===== src/rtl/im_loader_pkg.sv =====
// Shared instruction-memory definitions used by the PC, the IM and the IM loader.
package im_loader_pkg;

  localparam int IM_ADDR_WIDTH = 10;
  localparam int INSTR_WIDTH   = 16;

  typedef enum logic [1:0] {
    ST_IDLE    = 2'd0,
    ST_LOAD    = 2'd1,
    ST_RELEASE = 2'd2
  } ld_state_t;

endpackage


===== src/rtl/im_write_stage.sv =====
// Registered driver for the instruction-memory write port (en_write/address/data_in).
module im_write_stage #(
  parameter int ADDR_WIDTH = 10,
  parameter int DATA_WIDTH = 16
) (
  input  logic                  clk,
  input  logic                  reset,
  input  logic                  vld_p0,
  input  logic [ADDR_WIDTH-1:0] addr_p0,
  input  logic [DATA_WIDTH-1:0] data_p0,
  output logic                  en_write,
  output logic [ADDR_WIDTH-1:0] address,
  output logic [DATA_WIDTH-1:0] data_in
);

  // p0 -> p1: one register stage; the IM commits on the edge after this
  always_ff @(posedge clk or posedge reset) begin
    if (reset) begin
      en_write <= 1'b0;
      address  <= '0;
      data_in  <= '0;
    end else begin
      en_write <= vld_p0;
      if (vld_p0) begin
        address <= addr_p0;
        data_in <= data_p0;
      end
    end
  end

endmodule


===== src/rtl/im_loader.sv =====
// IM write-side master: streams words into consecutive IM addresses, stalls the PC
// while loading and pulses a PC reset once the full image is in place.
module im_loader
  import im_loader_pkg::*;
#(
  parameter int ADDR_WIDTH = IM_ADDR_WIDTH,
  parameter int DATA_WIDTH = INSTR_WIDTH,
  parameter int START_ADDR = 0
) (
  input  logic                  clk,
  input  logic                  reset,
  input  logic                  start,
  input  logic                  abort,
  input  logic [ADDR_WIDTH:0]   length,
  input  logic                  in_valid,
  input  logic [DATA_WIDTH-1:0] in_data,
  output logic                  in_ready,
  output logic                  im_en_write,
  output logic [ADDR_WIDTH-1:0] im_address,
  output logic [DATA_WIDTH-1:0] im_data_in,
  output logic                  cpu_hold,
  output logic                  pc_reset,
  output logic                  done,
  output logic                  error
);

  localparam logic [ADDR_WIDTH+1:0] CAPACITY  = (ADDR_WIDTH+2)'(1) << ADDR_WIDTH;
  localparam logic [ADDR_WIDTH+1:0] START_EXT = (ADDR_WIDTH+2)'(START_ADDR);
  localparam logic [ADDR_WIDTH-1:0] START_A   = ADDR_WIDTH'(START_ADDR);

  ld_state_t             state, state_nxt;
  logic [ADDR_WIDTH:0]   count, count_nxt;
  logic [ADDR_WIDTH:0]   len, len_nxt;
  logic                  err_nxt, fin_nxt;
  logic                  len_ok, accept, last;
  logic [ADDR_WIDTH-1:0] addr_p0;

  // Range check is done one bit wider so START_ADDR+length cannot wrap.
  assign len_ok   = (length != '0) && ((START_EXT + {1'b0, length}) <= CAPACITY);
  assign in_ready = (state == ST_LOAD);
  assign accept   = in_ready && in_valid;
  assign last     = ((count + 1'b1) == len);
  assign addr_p0  = START_A + count[ADDR_WIDTH-1:0];

  always_comb begin
    state_nxt = state;
    count_nxt = count;
    len_nxt   = len;
    err_nxt   = 1'b0;
    fin_nxt   = 1'b0;
    case (state)
      ST_IDLE: begin
        if (start) begin
          if (len_ok) begin
            state_nxt = ST_LOAD;
            len_nxt   = length;
            count_nxt = '0;
          end else begin
            err_nxt = 1'b1;
          end
        end
      end
      ST_LOAD: begin
        if (accept) count_nxt = count + 1'b1;
        // Abort beats a simultaneous last-word accept; that word is still written.
        if (abort) begin
          state_nxt = ST_IDLE;
          err_nxt   = 1'b1;
        end else if (accept && last) begin
          state_nxt = ST_RELEASE;
          fin_nxt   = 1'b1;
        end
      end
      ST_RELEASE: state_nxt = ST_IDLE;
      default:    state_nxt = ST_IDLE;
    endcase
  end

  always_ff @(posedge clk or posedge reset) begin
    if (reset) begin
      state    <= ST_IDLE;
      count    <= '0;
      len      <= '0;
      error    <= 1'b0;
      done     <= 1'b0;
      pc_reset <= 1'b0;
      cpu_hold <= 1'b0;
    end else begin
      state    <= state_nxt;
      count    <= count_nxt;
      len      <= len_nxt;
      error    <= err_nxt;
      done     <= fin_nxt;
      pc_reset <= fin_nxt;
      cpu_hold <= (state_nxt != ST_IDLE);
    end
  end

  im_write_stage #(
    .ADDR_WIDTH (ADDR_WIDTH),
    .DATA_WIDTH (DATA_WIDTH)
  ) u_write_stage (
    .clk      (clk),
    .reset    (reset),
    .vld_p0   (accept),
    .addr_p0  (addr_p0),
    .data_p0  (in_data),
    .en_write (im_en_write),
    .address  (im_address),
    .data_in  (im_data_in)
  );

endmodule


===== config.mk =====
export PLATFORM = sky130hd
export DESIGN_NAME = im_loader
export DESIGN_NICKNAME = d
export VERILOG_FILES = /design/src/rtl/im_loader_pkg.sv /design/src/rtl/im_write_stage.sv /design/src/rtl/im_loader.sv
export SDC_FILE = /design/constraint.sdc
export NUM_CORES = 1
export LEC_CHECK = 0
export BUFFER_PORTS_ARGS = -buffer_cell sky130_fd_sc_hd__buf_2
export CORE_ASPECT_RATIO = 1.4
export CORE_UTILIZATION = 40
export CTS_CLUSTER_DIAMETER = 150
export DETAILED_ROUTE_END_ITERATION = 8
export PLACE_DENSITY_LB_ADDON = 0.2
export SLEW_MARGIN = 30
export SYNTH_ARGS = -nofsm -noshare
export SYNTH_HDL_FRONTEND = slang
export SYNTH_SLANG_ARGS = --single-unit

===== constraint.sdc =====
create_clock -name clk -period 2.2 [get_ports clk]
set_input_delay 0.44 -clock clk [delete_from_list [all_inputs] [get_ports clk]]
set_output_delay 0.44 -clock clk [all_outputs]
set_load 0.02 [all_outputs]

==> flow_metrics.py <==
metrics = {
    "outcome": {
        "status": "finished, final reports clean",
    },
    "final_layout": {
        "synthToLayoutAreaGrowth_pct": 22.5,
        "multi_input_area_um2": 1100,
        "fillers": 598,
        "final_cell_area_um2": 3130,
        "nNetsFinal": 375,
        "final_core_util_pct": 50.4,
        "diodes": 0,
        "regArea_um2": 1350,
        "drive_gt1_share_pct": 29.4,
    },
    "setup_path": {
        "startpoint": "count[1]",
        "rr_endpoint": "state[0]",
        "ff2ff_path_depth": 7,
        "cp_data_required_time_ns": 2.41,
        "critPathArrivalTime_ns": 2.24,
        "cp_max_fo": 7,
        "path_class": "flop to flop",
        "critPathCaptureType": "flop",
        "r2r_slack_ns": 0.17,
        "cp-endpoint": "state[0]",
        "r2r-start": "count[1]",
        "start_kind": "flop",
    },
    "detailed_routing": {
        "drtAntennaViolNets": 0,
        "vias": 2120,
        "totalWireLength_um": 5500,
        "viasPerCell": 5.11,
        "routedWlPerCell_um": 13.3,
        "drt_iter0_markers": 130,
        "drc": 0,
        "firstDrtPassIters": 4,
    },
    "timing": {
        "period_share_pct": 92.4,
        "fin_skew_ns": 0.00878,
        "max_slew_margin_pct": 66.5,
        "rsz0062_at_grt": "no",
        "worst_pin_slew_ns": 0.502,
        "hold_viol_final": 0,
        "setup_viol": 0,
        "clock.fmax_mhz": 492,
        "drv_slew": 0,
        "setup_tns_ns": 0,
        "fin_crit_ns": 2.03,
        "whs_ns": 0.151,
    },
    "power": {
        "ir_drop_mv": 0.436,
        "p_total_mw": 2.68,
        "powerDensity_nw_per_um2": 856,
        "power.leakage_nw": 1.60,
    },
    "floorplanning": {
        "core-area_um2": 6210,
        "die_area_um2": 6720,
        "rows": 34,
        "die_width_um": 69.6,
        "die_y_um": 96.6,
        "initial_core_util_pct": 41.2,
        "ioPinCount": 64,
    },
    "placed_design": {
        "place_area_um2": 2980,
        "place_hpwl_um": 3930,
        "portBuffers": 63,
        "gp_congestion": 0.877,
    },
    "synthesis": {
        "synth_ff_type": "dfrtp_1",
        "synth_top_area_share_pct": 52.8,
        "async_flop_share_pct": 100,
        "synth-edff-count": 0,
        "yosys_warnings": 0,
        "syn_area_um2": 2560,
        "netlist_instances": 276,
        "yosys-top-cells-area": "dfrtp_1 53%, nand2_1 13%, o21ai_0 4.7%, mux2_2 2.6%, xnor2_1 2.4%",
        "synth-seq-cells": 54,
        "yosysSeqAreaShare_pct": 52.8,
        "ys_types": 43,
        "yosys.area.top_type": "dfrtp_1",
        "synth_fp_nets": 309,
        "syn_area_per_cell_um2": 9.27,
    },
    "clock_tree": {
        "cts_max_level": 2,
        "cts_hold_buffers": 0,
        "cts_buffers": 5,
        "cts_tree": "yes",
        "clk_pin_slew_ns": 0.10,
        "clk_latency_ns": 0.31,
        "root_buffer": "clkbuf_8",
        "cts_sinks": 54,
        "clockBufferDepth": 2,
    },
    "global_routing": {
        "grt_pass1_wl_um": 9560,
        "overflow": 0,
        "grt_pass1_vias": 2068,
        "antenna_found_initial": 0,
        "gr-usage-all-layers_pct": 17.6,
        "grt_max_degree": 44,
    },
    "min_path": {
        "hold_class": "primary input to async pin",
    },
    "flow_run": {
        "cap_violations": 0,
    },
}
[worst max-delay path, cell delays in order, from the launching register on]
cell	delay (ns)
dfrtp_1	0.39
ha_2	0.25
and3_2	0.26
nand4_2	0.16
xnor2_1	0.18
nor4_2	0.23
nand4b_1	0.20
a31o_1	0.26
[layout make-up]
class	instances	area share (%)
flip-flops and latches	54	43.1
multi-input cells	198	35.1
clock buffers	6	2.64
repair buffers	75	13.3
well taps	72	2.88
inverters	8	0.958
clock inverters	2	1.92
[logic make-up (layout without fill, tap and decap cells)]
family / after synthesis / after routing / share of synthesized area, %
AO/OA/AOI/OAI: 48 / 48 / 11.2
AND/OR/NAND/NOR: 131 / 131 / 24.4
buffers and inverters: 24 / 91 / 4.31
XOR/XNOR: 11 / 11 / 3.77
adder cells (fa/ha/maj): 1 / 1 / 0.489
flip-flops: 54 / 54 / 52.8
multiplexers: 7 / 7 / 3.08
[how the worst min path moves through the flow]
stage	end	cells after the start	slack, ns	start
2_1_floorplan	error	1	0.42	state[1]
6_report	count[8]	2	0.15	reset
5_1_grt	count[8]	2	0.20	reset
3_5_place_dp	u_write_stage.data_in[2]	2	0.46	u_write_stage.data_in[2]
3_3_place_gp	u_write_stage.data_in[9]	2	0.45	u_write_stage.data_in[9]
4_1_cts	count[8]	2	0.17	reset
[cells in the final DEF, fill, tap and decap left out, drive strengths merged, types with 6 or more instances in the layout]
cell type / instances
a21oi: 7
buf: 75
clkbuf: 6
dfrtp: 54
inv: 8
mux2: 7
nand2: 90
nor2: 9
o21ai: 24
xnor2: 7
[cell usage after synthesis (4+ instances only)]
library cell,number
dfrtp_1,54
nand3_1,4
o21ai_0,24
xor2_1,4
a31oi_1,5
nor2_1,8
inv_1,7
and3_1,5
mux2_2,6
clkbuf_1,9
buf_2,4
xnor2_1,7
nand2_1,90
a21oi_1,7
[where the power goes]
part,switching [mW],internal [mW],total [mW]
Combinational,0.378,0.260,0.639
Sequential,0.0983,1.15,1.24
Clock,0.315,0.485,0.800
[layer usage]
layer / GRT usage, % / up-vias / wire length, µm
met2: 30.7 / 42 / 2790
met3: 2.81 / 11 / 184
met5: 0 / - / 0
li1: - / 1064 / -
met4: 6.75 / 0 / 111
met1: 21.5 / 1003 / 2420
[through the flow]
step                      std cells  setup slack [ns]
final                           415             0.168
after global routing            415            0.0340
after CTS                       414            0.0382
after detailed placement        406          -0.00192
after global placement          406            0.0928
after floorplan                 276             0.225
[state kept, by name, summed over array words and instances (netlist names)]
signal,count
cpu_hold,1
done,1
state,2
u_write_stage.en_write,1
len,11
u_write_stage.data_in,16
error,1
count,11
u_write_stage.address,10
[timing repair]
item / CTS / global route
endpoints found under the setup margin: 1 / 1
resized for setup: 1 / 2
setup buffers: 0 / 1
pin swaps: 0 / 0
No activity file was read; power rests on OpenSTA's default activity.
